--- src/rtl/cpu_defs.sv ---
// Shared encodings for the multicycle CPU control path: FSM states, opcodes
// and the ALU operation codes consumed by the ALU control stage.
package cpu_defs;

  typedef enum logic [3:0] {
    FETCH   = 4'd0,
    DECODE  = 4'd1,
    MEMADDR = 4'd2,
    MEMRD   = 4'd3,
    MEMWB   = 4'd4,
    MEMWR   = 4'd5,
    EXEC    = 4'd6,
    RCOMP   = 4'd7,
    BRANCH  = 4'd8,
    JUMP    = 4'd9,
    ADDIEX  = 4'd10,
    ADDIWB  = 4'd11
  } state_e;

  localparam logic [5:0] OP_RTYPE = 6'b000000;
  localparam logic [5:0] OP_J     = 6'b000010;
  localparam logic [5:0] OP_BEQ   = 6'b000100;
  localparam logic [5:0] OP_ADDI  = 6'b001000;
  localparam logic [5:0] OP_LW    = 6'b100011;
  localparam logic [5:0] OP_SW    = 6'b101011;

  localparam logic [1:0] ALU_ADD  = 2'b00;
  localparam logic [1:0] ALU_SUB  = 2'b01;
  localparam logic [1:0] ALU_FUNC = 2'b10;

endpackage

--- src/rtl/mc_output_decode.sv ---
// Moore output table: maps the current control state to every datapath
// enable/select. Unused encodings fall through to all-zero.
module mc_output_decode
  import cpu_defs::*;
#(
  parameter int STATE_W = 4
) (
  input  logic [STATE_W-1:0] State,
  output logic               PCWrite,
  output logic               PCWriteCond,
  output logic               IorD,
  output logic               MemRead,
  output logic               MemWrite,
  output logic               MemtoReg,
  output logic               IRWrite,
  output logic               AluSrcA,
  output logic               RegWrite,
  output logic               RegDst,
  output logic [1:0]         PCSource,
  output logic [1:0]         AluSrcB,
  output logic [1:0]         Aluop
);

  always_comb begin
    PCWrite     = 1'b0;
    PCWriteCond = 1'b0;
    IorD        = 1'b0;
    MemRead     = 1'b0;
    MemWrite    = 1'b0;
    MemtoReg    = 1'b0;
    IRWrite     = 1'b0;
    AluSrcA     = 1'b0;
    RegWrite    = 1'b0;
    RegDst      = 1'b0;
    PCSource    = 2'b00;
    AluSrcB     = 2'b00;
    Aluop       = ALU_ADD;
    case (State)
      STATE_W'(FETCH): begin
        MemRead = 1'b1;
        IRWrite = 1'b1;
        AluSrcB = 2'b01;
        PCWrite = 1'b1;
      end
      STATE_W'(DECODE):  AluSrcB = 2'b11;
      STATE_W'(MEMADDR), STATE_W'(ADDIEX): begin
        AluSrcA = 1'b1;
        AluSrcB = 2'b10;
      end
      STATE_W'(MEMRD): begin
        MemRead = 1'b1;
        IorD    = 1'b1;
      end
      STATE_W'(MEMWB): begin
        RegWrite = 1'b1;
        MemtoReg = 1'b1;
      end
      STATE_W'(MEMWR): begin
        MemWrite = 1'b1;
        IorD     = 1'b1;
      end
      STATE_W'(EXEC): begin
        AluSrcA = 1'b1;
        Aluop   = ALU_FUNC;
      end
      STATE_W'(RCOMP): begin
        RegWrite = 1'b1;
        RegDst   = 1'b1;
      end
      STATE_W'(BRANCH): begin
        AluSrcA     = 1'b1;
        Aluop       = ALU_SUB;
        PCWriteCond = 1'b1;
        PCSource    = 2'b01;
      end
      STATE_W'(JUMP): begin
        PCWrite  = 1'b1;
        PCSource = 2'b10;
      end
      STATE_W'(ADDIWB):  RegWrite = 1'b1;
      default: ;
    endcase
  end

endmodule

--- src/rtl/multicycle_control.sv ---
// Multicycle CPU control FSM: state register, opcode latch and next-state
// logic; outputs come from the state table with write enables masked in reset.
module multicycle_control
  import cpu_defs::*;
#(
  parameter int STATE_W = 4
) (
  input  logic               clk,
  input  logic               reset,
  input  logic [5:0]         Opcode,
  output logic               PCWrite,
  output logic               PCWriteCond,
  output logic               IorD,
  output logic               MemRead,
  output logic               MemWrite,
  output logic               MemtoReg,
  output logic               IRWrite,
  output logic               AluSrcA,
  output logic               RegWrite,
  output logic               RegDst,
  output logic [1:0]         PCSource,
  output logic [1:0]         AluSrcB,
  output logic [1:0]         Aluop,
  output logic               Illegal,
  output logic [STATE_W-1:0] State
);

  logic [STATE_W-1:0] state_q, state_d;
  logic [5:0]         op_q;
  logic               illegal_d;
  logic               pcwrite_raw, pcwritecond_raw, memread_raw;
  logic               memwrite_raw, irwrite_raw, regwrite_raw;

  always_ff @(posedge clk) begin
    if (reset) begin
      state_q <= STATE_W'(FETCH);
      op_q    <= OP_RTYPE;
    end else begin
      state_q <= state_d;
      if (state_q == STATE_W'(DECODE)) op_q <= Opcode;
    end
  end

  always_comb begin
    state_d   = STATE_W'(FETCH);
    illegal_d = 1'b0;
    case (state_q)
      STATE_W'(FETCH): state_d = STATE_W'(DECODE);
      STATE_W'(DECODE): begin
        case (Opcode)
          OP_LW, OP_SW: state_d = STATE_W'(MEMADDR);
          OP_RTYPE:     state_d = STATE_W'(EXEC);
          OP_BEQ:       state_d = STATE_W'(BRANCH);
          OP_J:         state_d = STATE_W'(JUMP);
          OP_ADDI:      state_d = STATE_W'(ADDIEX);
          default:      illegal_d = 1'b1;
        endcase
      end
      // Opcode input may already hold the next instruction here; use the latch.
      STATE_W'(MEMADDR): state_d = (op_q == OP_LW) ? STATE_W'(MEMRD) : STATE_W'(MEMWR);
      STATE_W'(MEMRD):   state_d = STATE_W'(MEMWB);
      STATE_W'(EXEC):    state_d = STATE_W'(RCOMP);
      STATE_W'(ADDIEX):  state_d = STATE_W'(ADDIWB);
      default:           state_d = STATE_W'(FETCH);
    endcase
  end

  mc_output_decode #(.STATE_W(STATE_W)) u_decode (
    .State       (state_q),
    .PCWrite     (pcwrite_raw),
    .PCWriteCond (pcwritecond_raw),
    .IorD        (IorD),
    .MemRead     (memread_raw),
    .MemWrite    (memwrite_raw),
    .MemtoReg    (MemtoReg),
    .IRWrite     (irwrite_raw),
    .AluSrcA     (AluSrcA),
    .RegWrite    (regwrite_raw),
    .RegDst      (RegDst),
    .PCSource    (PCSource),
    .AluSrcB     (AluSrcB),
    .Aluop       (Aluop)
  );

  assign PCWrite     = pcwrite_raw     & ~reset;
  assign PCWriteCond = pcwritecond_raw & ~reset;
  assign MemRead     = memread_raw     & ~reset;
  assign MemWrite    = memwrite_raw    & ~reset;
  assign IRWrite     = irwrite_raw     & ~reset;
  assign RegWrite    = regwrite_raw    & ~reset;
  assign Illegal     = illegal_d       & ~reset;
  assign State       = state_q;

endmodule

--- config.mk ---
export PLATFORM = sky130hd
export DESIGN_NAME = multicycle_control
export DESIGN_NICKNAME = d
export VERILOG_FILES = /design/src/rtl/cpu_defs.sv /design/src/rtl/mc_output_decode.sv /design/src/rtl/multicycle_control.sv
export SDC_FILE = /design/constraint.sdc
export NUM_CORES = 1
export LEC_CHECK = 0
export BUFFER_PORTS_ARGS = -buffer_cell sky130_fd_sc_hd__buf_2
export CORE_MARGIN = 2
export CORE_UTILIZATION = 46
export DETAILED_ROUTE_END_ITERATION = 8
export GPL_TIMING_DRIVEN = 0
export PLACE_DENSITY_LB_ADDON = 0.25
export SYNTH_ARGS = -nofsm -noshare
export SYNTH_HDL_FRONTEND = slang
export SYNTH_SLANG_ARGS = --single-unit
--- constraint.sdc ---
create_clock -name clk -period 2.1 [get_ports clk]
set_clock_uncertainty 0.2 [all_clocks]
set_input_delay 0.315 -clock clk [delete_from_list [all_inputs] [get_ports clk]]
set_output_delay 0.315 -clock clk [all_outputs]
set_load 0.01 [all_outputs]
== Word level (Yosys, flattened, before mapping) ==
Cells that the tools add are included.

* Register bits: 10
* Memories kept: 0
* Logic and storage cells: 55
* Memory bits (read-only): 0
* Memory bits (writable): 0
* Latch bits: 0
* Input port bits: 8
* Output and inout port bits: 21

* Eq/ne operators: 17
* Shift-type cells: 0
* $mul: 0
* Magnitude comparators: 0
* Multiplexer cells: 18
* $add $sub $neg: 0
* Bitwise operators: 8
* Reductions and logical operators: 10
* Divide/modulo/power cells: 0

{| class="wikitable"
|+ Operators by type and width
! cell !! number
|-
| 4-bit case mux with 6 select lines || 1
|-
| 4-bit case mux with 5 select lines || 1
|-
| 6-bit == test, second input constant || 3
|-
| 4-bit by 3-bit == test with 1-bit output, second input constant || 4
|-
| 4-bit == test, second input constant || 4
|-
| 1-bit two-way mux || 12
|-
| 2-bit OR reduction || 5
|-
| 4-bit by 2-bit == test with 1-bit output, second input constant || 2
|-
| 2-bit case mux with 2 select lines || 2
|-
| 1-bit bitwise AND || 7
|-
| 6-bit by 2-bit == test with 1-bit output, second input constant || 1
|-
| 6-bit by 3-bit == test with 1-bit output, second input constant || 1
|-
| 6-bit by 4-bit == test with 1-bit output, second input constant || 1
|-
| 6-bit logical NOT || 1
|-
| 2-bit case mux with 3 select lines || 1
|-
| 6-bit OR reduction || 1
|-
| 4-bit by 1-bit == test with 1-bit output, second input constant || 1
|-
| 4-bit logical NOT || 1
|-
| 4-bit OR reduction || 1
|-
| 3-bit two-way mux || 1
|-
| 3-bit OR reduction || 1
|-
| 1-bit inverter || 1
|}

== Depth between registers and ports, before layout ==
Gate-level depths: netlist of run 1.

* Word-level depth: 5
* Mapped depth: 6
* Depth with buffers taken out: 4

== Modules after synthesis ==
From an unflattened synthesis of run 1, not the netlist that was laid out.

* Cells, all modules: 92
* Area total of the unflattened synthesis: 804.5 um^2

{| class="wikitable"
|+ Modules (own cells, without submodules)
! module !! seq. area each (um^2) !! cells each !! area each (um^2) !! instances
|-
| multicycle_control || 200.2 || 62 || 568.0 || 1
|-
| mc_output_decode || 0.0 || 30 || 236.5 || 1
|}

== Least setup slack after synthesis of run 1 ==
Ideal clock, no wire load.

* Path type: reg2out
* Start: register state_q[2] (netlist: State[2])
* End: output Illegal
* Setup slack: 145 ps
* Data arrival time: 1440 ps
* Stages on the path, launching flop included: 7
* Data required time: 1585 ps
* Buffers on the path: 2
* Cell sequence: dfxtp_1 or2_1 buf_2 nand2b_4 buf_6 a211o_1 nor3_2

* Longest elaborated chain between the ends: 3

{| class="wikitable"
|+ RTL lines
! what !! line !! source
|-
| from (decl) || multicycle_control.sv:28 || <nowiki>logic [STATE_W-1:0] state_q, state_d;</nowiki>
|-
| from (signal assigned) || multicycle_control.sv:36 || <nowiki>state_q <= STATE_W'(FETCH);</nowiki>
|-
| from (signal assigned) || multicycle_control.sv:39 || <nowiki>state_q <= state_d;</nowiki>
|-
| 4-bit by 1-bit == test with 1-bit output || multicycle_control.sv:47 || <nowiki>case (state_q)</nowiki>
|-
| 1-bit two-way mux || multicycle_control.sv:47 ||
|-
| 1-bit bitwise AND || multicycle_control.sv:91 || <nowiki>assign Illegal = illegal_d & ~reset;</nowiki>
|-
| to (decl) || multicycle_control.sv:24 || <nowiki>output logic Illegal,</nowiki>
|}

No other way between the ends.

== Worst setup path after layout of run 1 ==
* Start: register state_q[3] (netlist: State[3])
* End: output Illegal

Same word-level chain as after synthesis.

==> results summary, run 1 <==
The maximum clock insertion buffer count is 2. The slowest stage of the critical path is the dfxtp_2 cell. The die extent in y is 43.3 um. The total instance count after detailed placement came out at 143. Headroom to the max-slew limit came out at 67.9%. The via total after detailed routing came out at 832. The slack of the worst reg-to-reg path is 0.36 ns.

The routed design uses 843 um of met2 wire. After detailed routing, the average wire length per cell comes to 12.9 um. In the synthesized netlist, the cells that appear most often are 15 x nor2_1, 14 x nand2_1, 10 x dfxtp_1, 10 x nor3_1, 6 x a21oi_1. The run finished with clean final reports. The initial antenna violation count came out at 0. The static power due to leakage is 0.424 nW. The number of nets in the synthesized netlist is 108. The area used by multi-input combinational logic came out at 484 um2. The mapped cell area came out at 711 um2.

The reported max-cap violation count came out at 0. The summed negative setup slack over all endpoints came out at 0 ns. The detailed-router iteration count before antenna repair is 4. The clock slew at the register clock pins of the worst setup and hold paths came out at 0.07 ns. The count of cells in the finished layout, fillers not included, comes to 146. The number of synthesis warnings is 0. The beginning of the critical path is State[3]. The cell type contributing the most total cell area after synthesis is dfxtp_1. Setup violations remaining at the end of the flow were counted as 0.

Registers take 203 um2. STA classifies the critical path endpoint as a primary output. Yosys mapped the design onto 35 distinct sky130hd cell types. After synthesis, flip-flops and latches occupy 28.2% of the total area. The final design area excluding fillers came out at 922 um2. The worst setup path is of the reg -> out kind. The logic depth of the worst path, buffers included came out at 5. The number of antenna diodes in the final layout is 0. Measured in cells, the most critical reg-to-reg path has a length of 5. In this run the worst hold path is classified as in -> reg.

Setup repair after global routing could not meet its margin everywhere. The post-DP HPWL came out at 1380 um. The hold violation total from the final report came out at 0.

The starting DRC count in detailed routing came out at 36. The number of enable-type register cells in the synthesized netlist is 0. The area growth from synthesis to layout is 29.8%. The net switching power figure is 136 uW. The post-layout utilization of the core is 62.7%. The critical path arrival is 1.54 ns. The cell count after synthesis came out at 100. The total overflow left after global routing is 0.

In this run the number of H-tree levels came out at 1. The switching part of the total power is 28.4%. The worst setup path is launched from a register. Across the VDD grid, the largest voltage drop is 411 uV. After detailed routing, no signal wire sits above met4. Input and output buffers added on the ports amount to 27. The number of cell rows is 14. The internal power of the cells totals 342 uW.

For the worst-skew pair, the clock arrives at the later sink with an insertion delay of 0.27 ns. In this run the power density over the cells is 519 nW/um2. A synthesized cell averages 7.11 um2. Of the available clock period, the critical path in the final layout requires 98.0%. The count of buffering cells on the critical path with inverters included came out at 1.

The number of filler instances in the final layout is 141. The pin count of the biggest net entering global routing is 11. The net count of the finished layout came out at 139. The sequential cell fraction of total power came out at 43.0%. The detailed route wirelength on metal3 came out at 134 um.

Combinational cells account for 19.6% of the total power. The final RePlAce weighted congestion came out at 0.824. Following the worst setup path forward leads to its endpoint at Illegal. STA puts the critical path data required time at 1.58 ns. The via count normalized by instance count came out at 5.70. The share of synthesized area in the top cell type comes to 28.2%. The share of layout cells above drive strength 1 is 34.6%. In the global route stage, overall resource usage came out at 22.7%. Counting I/O delays and the setup requirement, the final critical path takes 2.06 ns.

The count of nets left with antenna violations after detail routing came out at 0. The top fanout value on the critical path is 8. nor2_1 is the most common cell in the netlist. The maximum achievable frequency is 486 MHz.

The number of buffers added by the clock tree synthesis step came out at 3. For the pin with the worst max-slew slack, the measured transition is 0.481 ns. The placed standard-cell area is 866 um2. The clock share of power is 37.4%. The met1 layer wirelength in the final routing came out at 865 um. The cell sitting at the root of the clock tree is a clkbuf_4. By area the synthesized netlist is led by dfxtp_1 28%, nor2_1 7.9%, nand2_1 7.4%. The fraction of synthesis flops using an asynchronous set or reset pin came out at 0%.

The number of synthesized register bits is 10. After detailed routing, the total wire length is 1890 um. The number of global-route vias before repair is 737.

The number of max-slew violations in the final report is 0. In the synthesized netlist the dominant register cell turns out to be dfxtp_1. The first global-routing pass estimated 3170 um of wire. The maximum single-stage delay on the critical path is 0.34 ns. The core region area is 1470 um2. The clock sink count is 10. The die outline area came out at 1880 um2. The category of cells accounting for the largest share of critical-path delay is simple AND/OR/NAND/NOR gates. Walking the worst path, the cells encountered are or2_4 -> nand2b_4 -> a211o_1 -> nor3_2 -> buf_2.

TritonCTS built the clock tree. The starting density of the core is 48.3%. Measured along the x axis, the die boundary spans 43.3 um.

The worst register-to-register path begins at State[3]. The total DRC errors in the routed layout came out at 0. The I/O pin count is 29. The endpoint identified for the worst register-to-register timing path is State[1].
through the flow:
| step | hold slack (ns) | setup WS, ns | power (mW) |
|---|---|---|---|
| 2_1_floorplan | 0.231 | 0.145 | 0.272 |
| 3_3_place_gp | 0.244 | 0.0820 | 0.302 |
| 3_5_place_dp | 0.248 | 0.0725 | 0.304 |
| 4_1_cts | 0.104 | 0.0248 | 0.479 |
| 5_1_grt | 0.116 | -0.0286 | 0.501 |
| 6_report | 0.105 | 0.0414 | 0.478 |
cell families (layout without fill, tap and decap cells):
group / Yosys count / count (layout) / synth area share (%)
AND/OR/NAND/NOR: 58 / 58 / 41.7
adder cells (fa/ha/maj): 2 / 2 / 2.82
AO/OA/AOI/OAI: 17 / 17 / 16.2
buffers and inverters: 9 / 39 / 6.16
XOR/XNOR: 4 / 4 / 4.93
flip-flops: 10 / 10 / 28.2
cell type report:
type                    instances  share of cell area, %
clock buffers                   4                   3.93
repair buffers                 28                   15.5
plain buffers                   6                   3.26
inverters                       1                  0.678
well taps                      16                   2.17
multi-input cells              81                   52.5
flip-flops and latches         10                   22.0
cell usage in the layout (no fill, tap or decap), drive strengths merged:
cell type,instances
buf,30
nor2,15
nand2,14
nor3,11
dfxtp,10
clkbuf,8
a21oi,6
nand2b,5
xnor2,3
nor4,3
and3,2
o21ai,2
maj3,2
o211ai,2
or2,2
inv,1
a21o,1
nor3b,1
and2b,1
o32a,1
a211o,1
xor2,1
and3b,1
a32o,1
nand4b,1
and2,1
o31a,1
a21boi,1
nand4,1
o21a,1
registers in the layout (all words and copies together), names as in the netlist:
signal and count:
op_q 6, State 4
power groups by stage:
stage               Clock, mW  Sequential (mW)  Combinational [mW]
floorplan                   0            0.209              0.0630
global placement            0            0.209              0.0930
detailed placement          0            0.209              0.0953
CTS                     0.180            0.205              0.0932
global route            0.188            0.207               0.106
finish                  0.179            0.206              0.0936
how the worst min path moves through the flow:
| stage | from | to | depth (start not counted) |
|---|---|---|---|
| after floorplan | op_q[2] | op_q[2] | 2 |
| after global placement | op_q[4] | op_q[4] | 2 |
| after detailed placement | op_q[5] | op_q[5] | 2 |
| after CTS | Opcode[4] | op_q[4] | 3 |
| after global routing | Opcode[5] | op_q[5] | 3 |
| final | Opcode[2] | op_q[2] | 3 |
repair_timing:
item / 4_1_cts / 5_1_grt
pin swaps: 3 / 0
endpoints found under the setup margin: 4 / 4
buffers inserted: 1 / 0
hold buffers: 0 / 0
resized for setup: 7 / 6
per-layer routing:
| layer | vias up | track usage (%) |
|---|---|---|
| met1 | 383 | 28.3 |
| met3 | 7 | 6.38 |
| met2 | 34 | 35.5 |
| met5 | - | 0 |
| met4 | 0 | 11.5 |
| li1 | 408 | - |
worst min-delay path: stages:
cell and delay [ns]:
buf_2 0.12, nand2_1 0.05, a21oi_1 0.05
No activity file was read; power rests on OpenSTA's default activity.
==> run 2: changes to the inputs <==
--- a/config.mk
+++ b/config.mk
@@ -7,7 +7,7 @@
 export LEC_CHECK = 0
 export BUFFER_PORTS_ARGS = -buffer_cell sky130_fd_sc_hd__buf_2
 export CORE_MARGIN = 2
-export CORE_UTILIZATION = 46
+export CORE_UTILIZATION = 50
 export DETAILED_ROUTE_END_ITERATION = 8
 export GPL_TIMING_DRIVEN = 0
 export PLACE_DENSITY_LB_ADDON = 0.25
==> constraint.sdc (replaced) <==
create_clock -name clk -period 2.4 [get_ports clk]
set_clock_uncertainty 0.2 [all_clocks]
set_input_delay 0.36 -clock clk [delete_from_list [all_inputs] [get_ports clk]]
set_output_delay 0.36 -clock clk [all_outputs]
set_load 0.01 [all_outputs]
==> results summary, run 2 (synthesis gave the netlist of run 1 again) <==
The clock share of power came out at 36.8% (was 37.4%). The total DRC errors in the routed layout came out at 0 (unchanged). The clock slew at the register clock pins of the worst setup and hold paths came out at 0.07 ns (about the same). The switching part of the total power came out at 27.9% (was 28.4%).

The core region area came to 1320 um2 (was 1470 um2). The type of the worst setup path is reg -> out (unchanged). The count of endpoints failing setup in the final report came out at 0 (unchanged). The via count normalized by instance count is 5.77 (was 5.70). The global-route wire length before repair was 2990 um (was 3170 um). The number of setup buffers added after CTS came out at 0 (was 1).

The net switching power figure came out at 116 uW (was 136 uW). The via total after detailed routing came out at 837 (was 832). The initial antenna violation count is 0 (unchanged). After layout, the worst path uses 95.2% of the clock period. The cell with the largest stage delay on the worst path is dfxtp_1 (was dfxtp_2). The maximum single-stage delay on the critical path is 0.44 ns (was 0.34 ns). The overall power came to 417 uW (was 478 uW). The buffer cell driving the clock tree root was clkbuf_4 (unchanged).

The end of the worst register-to-register path is State[2] (was State[1]). The maximum VDD drop came out at 275 uV (was 411 uV). The terminating pin of the worst hold path was op_q[4] (was op_q[2]). The number of standard cells in the final layout excluding fillers came out at 145 (was 146).

The total instance count after detailed placement came to 142 (was 143). The number of max-slew violations in the final report is 0 (unchanged). The kind of start point of the critical path was a register (unchanged). The actual slew at the worst max-slew pin came out at 0.445 ns (was 0.481 ns). The worst slew margin relative to its limit came out at 70.3% (was 67.9%). The number of cell rows came out at 13 (was 14). The clock sink count is 10 (unchanged).

The share of total power in combinational logic was 20.1% (was 19.6%). The I/O pin count is 29 (unchanged). The hold violation total from the final report is 0 (unchanged). Top library cells by usage in the layout, fill and taps aside: 28 x buf_2, 14 x nor2_1, 14 x nand2_1 (unchanged).

The post-DP HPWL came to 1360 um (was 1380 um). The total overflow reported by the global router came out at 0 (unchanged). The final worst setup slack came out at 0.115 ns (was 0.0414 ns). The final RePlAce weighted congestion is 0.847 (was 0.824).

The count of nets left with antenna violations after detail routing is 0 (unchanged). The beginning of the critical path is State[0] (was State[3]). The minimum clock period after layout is 2.29 ns. The slack of the worst reg-to-reg path came out at 0.70 ns (was 0.36 ns). The total inserted antenna cells is 0 (unchanged). The most common cell after layout, fill and taps aside is buf_2 (unchanged).

The die extent in y came out at 41.7 um (was 43.3 um). The overall routed net length is 1790 um (was 1890 um). The maximum clock insertion buffer count came out at 2 (unchanged). Setup repair after global routing missed its margin: false (was true). The sequential cell fraction of total power came to 43.0% (about the same). The critical path arrival is 1.73 ns (was 1.54 ns). The reported max-cap violation count is 0 (unchanged). The ratio of total power to cell area is 463 nW/um2 (was 519 nW/um2).

The synthesis-to-finish area growth was 26.9% (was 29.8%). The summed negative setup slack over all endpoints is 0 ns (unchanged). The net count of the finished layout is 139 (unchanged).

The hold buffer count at CTS is 0 (unchanged). The later-pin clock latency in the skew report is 0.26 ns (was 0.27 ns). The count of buffers inserted at the top-level ports came out at 27 (unchanged).

The worst reg2reg path depth came out at 4 (was 5). The width of the die is 41.7 um (was 43.3 um). The starting density of the core is 53.9% (was 48.3%). The top fanout value on the critical path came out at 8 (unchanged). The worst hold path startpoint is Opcode[4] (was Opcode[2]). The number of buffers added by the clock tree synthesis step is 3 (unchanged). Cell chain of the critical path: and2b_1 -> nand2b_4 -> buf_6 -> a211o_1 -> nor3_2 -> buf_2 (was or2_4 -> nand2b_4 -> a211o_1 -> nor3_2 -> buf_2).

The share of layout cells above drive strength 1 came out at 30.8% (was 34.6%). The number of H-tree levels came out at 1 (unchanged). The overall routing resource usage came out at 21.3% (was 22.7%). The clock tree from TritonCTS is done (unchanged). For this run, the top clock speed supported by timing is 438 MHz. The die outline area came out at 1740 um2 (was 1880 um2). The static power due to leakage is 0.410 nW (was 0.424 nW).

The starting DRC count in detailed routing is 29 (was 36). The number of flip-flops under the largest register name was 6 (unchanged). The launch instance of the worst register-to-register path is State[0] (was State[3]). The classification of the worst-slack hold path is in -> reg (unchanged). The pin count of the biggest net entering global routing came out at 11 (unchanged).

The cell-internal power came to 301 uW (was 342 uW). The number of global-route vias before repair came to 722 (was 737). The detailed-router iteration count before antenna repair is 4 (unchanged). The type of destination of the critical path is a primary output (unchanged). The number of filler instances in the final layout was 123 (was 141). The post-placement setup slack is 0.316 ns (was 0.0725 ns). The number of cells upsized or downsized after cts is 0 (was 7). The register bank with the most flops is op_q (unchanged). The cell count of the worst hold path came to 3 (unchanged). The final routed wire length divided by cell count came out at 12.4 um (was 12.9 um). Status: finished, final reports clean (unchanged). The required time reported for the critical path endpoint came out at 1.84 ns (was 1.58 ns).
[run 2: power groups by stage]
stage,sequential (mW),combinational [mW],clock (mW)
final,0.180,0.0841,0.154
after global routing,0.181,0.0926,0.166
after CTS,0.179,0.0834,0.154
after detailed placement,0.183,0.0831,0
after global placement,0.183,0.0810,0
after floorplan,0.183,0.0551,0
[run 2: critical path: cells and delay by family (launching register included)]
kind | cells | cell delay (ns)
and+or+nand+nor | 3 | 0.47
buffers and inverters | 2 | 0.27
AOI/OAI and AO/OA | 1 | 0.27
DFF | 1 | 0.44
[run 2: how the worst max path moves through the flow]
stage / slack (ns) / cells past startpoint / end
4_1_cts: 0.02 / 7 / Illegal
5_1_grt: 0.03 / 6 / Illegal
3_5_place_dp: 0.32 / 7 / Illegal
6_report: 0.11 / 6 / Illegal
2_1_floorplan: 0.40 / 6 / Illegal
3_3_place_gp: 0.34 / 7 / Illegal
[run 2: area by class of cell]
| type | count | area (um2) | area share, % |
|---|---|---|---|
| multi-input combinational | 81 | 472 | 52.3 |
| sequential | 10 | 200 | 22.2 |
| timing repair buffer | 27 | 135 | 15.0 |
| clock buffer | 4 | 36.3 | 4.02 |
| buffer | 7 | 36.3 | 4.02 |
| tap | 15 | 18.8 | 2.08 |
| inverter | 1 | 3.75 | 0.416 |
[run 2: per-layer routing]
metal	routed length (um)	share of wire (%)	up-vias	GRT usage, %
met2	793	44	48	35.6
met5	0	0	-	0
met1	833	47	373	28.8
met3	143	8.0	6	2.61
li1	-	-	410	-
met4	21	1.2	0	5.81
[run 2: per-stage QoR]
stage,hold slack (ns),instance area (um2),util [%]
global placement,0.244,865,65.6
floorplan,0.231,711,-
finish,0.162,902,68.5
detailed placement,0.250,865,65.6
CTS,0.159,901,68.4
global route,0.171,902,68.5
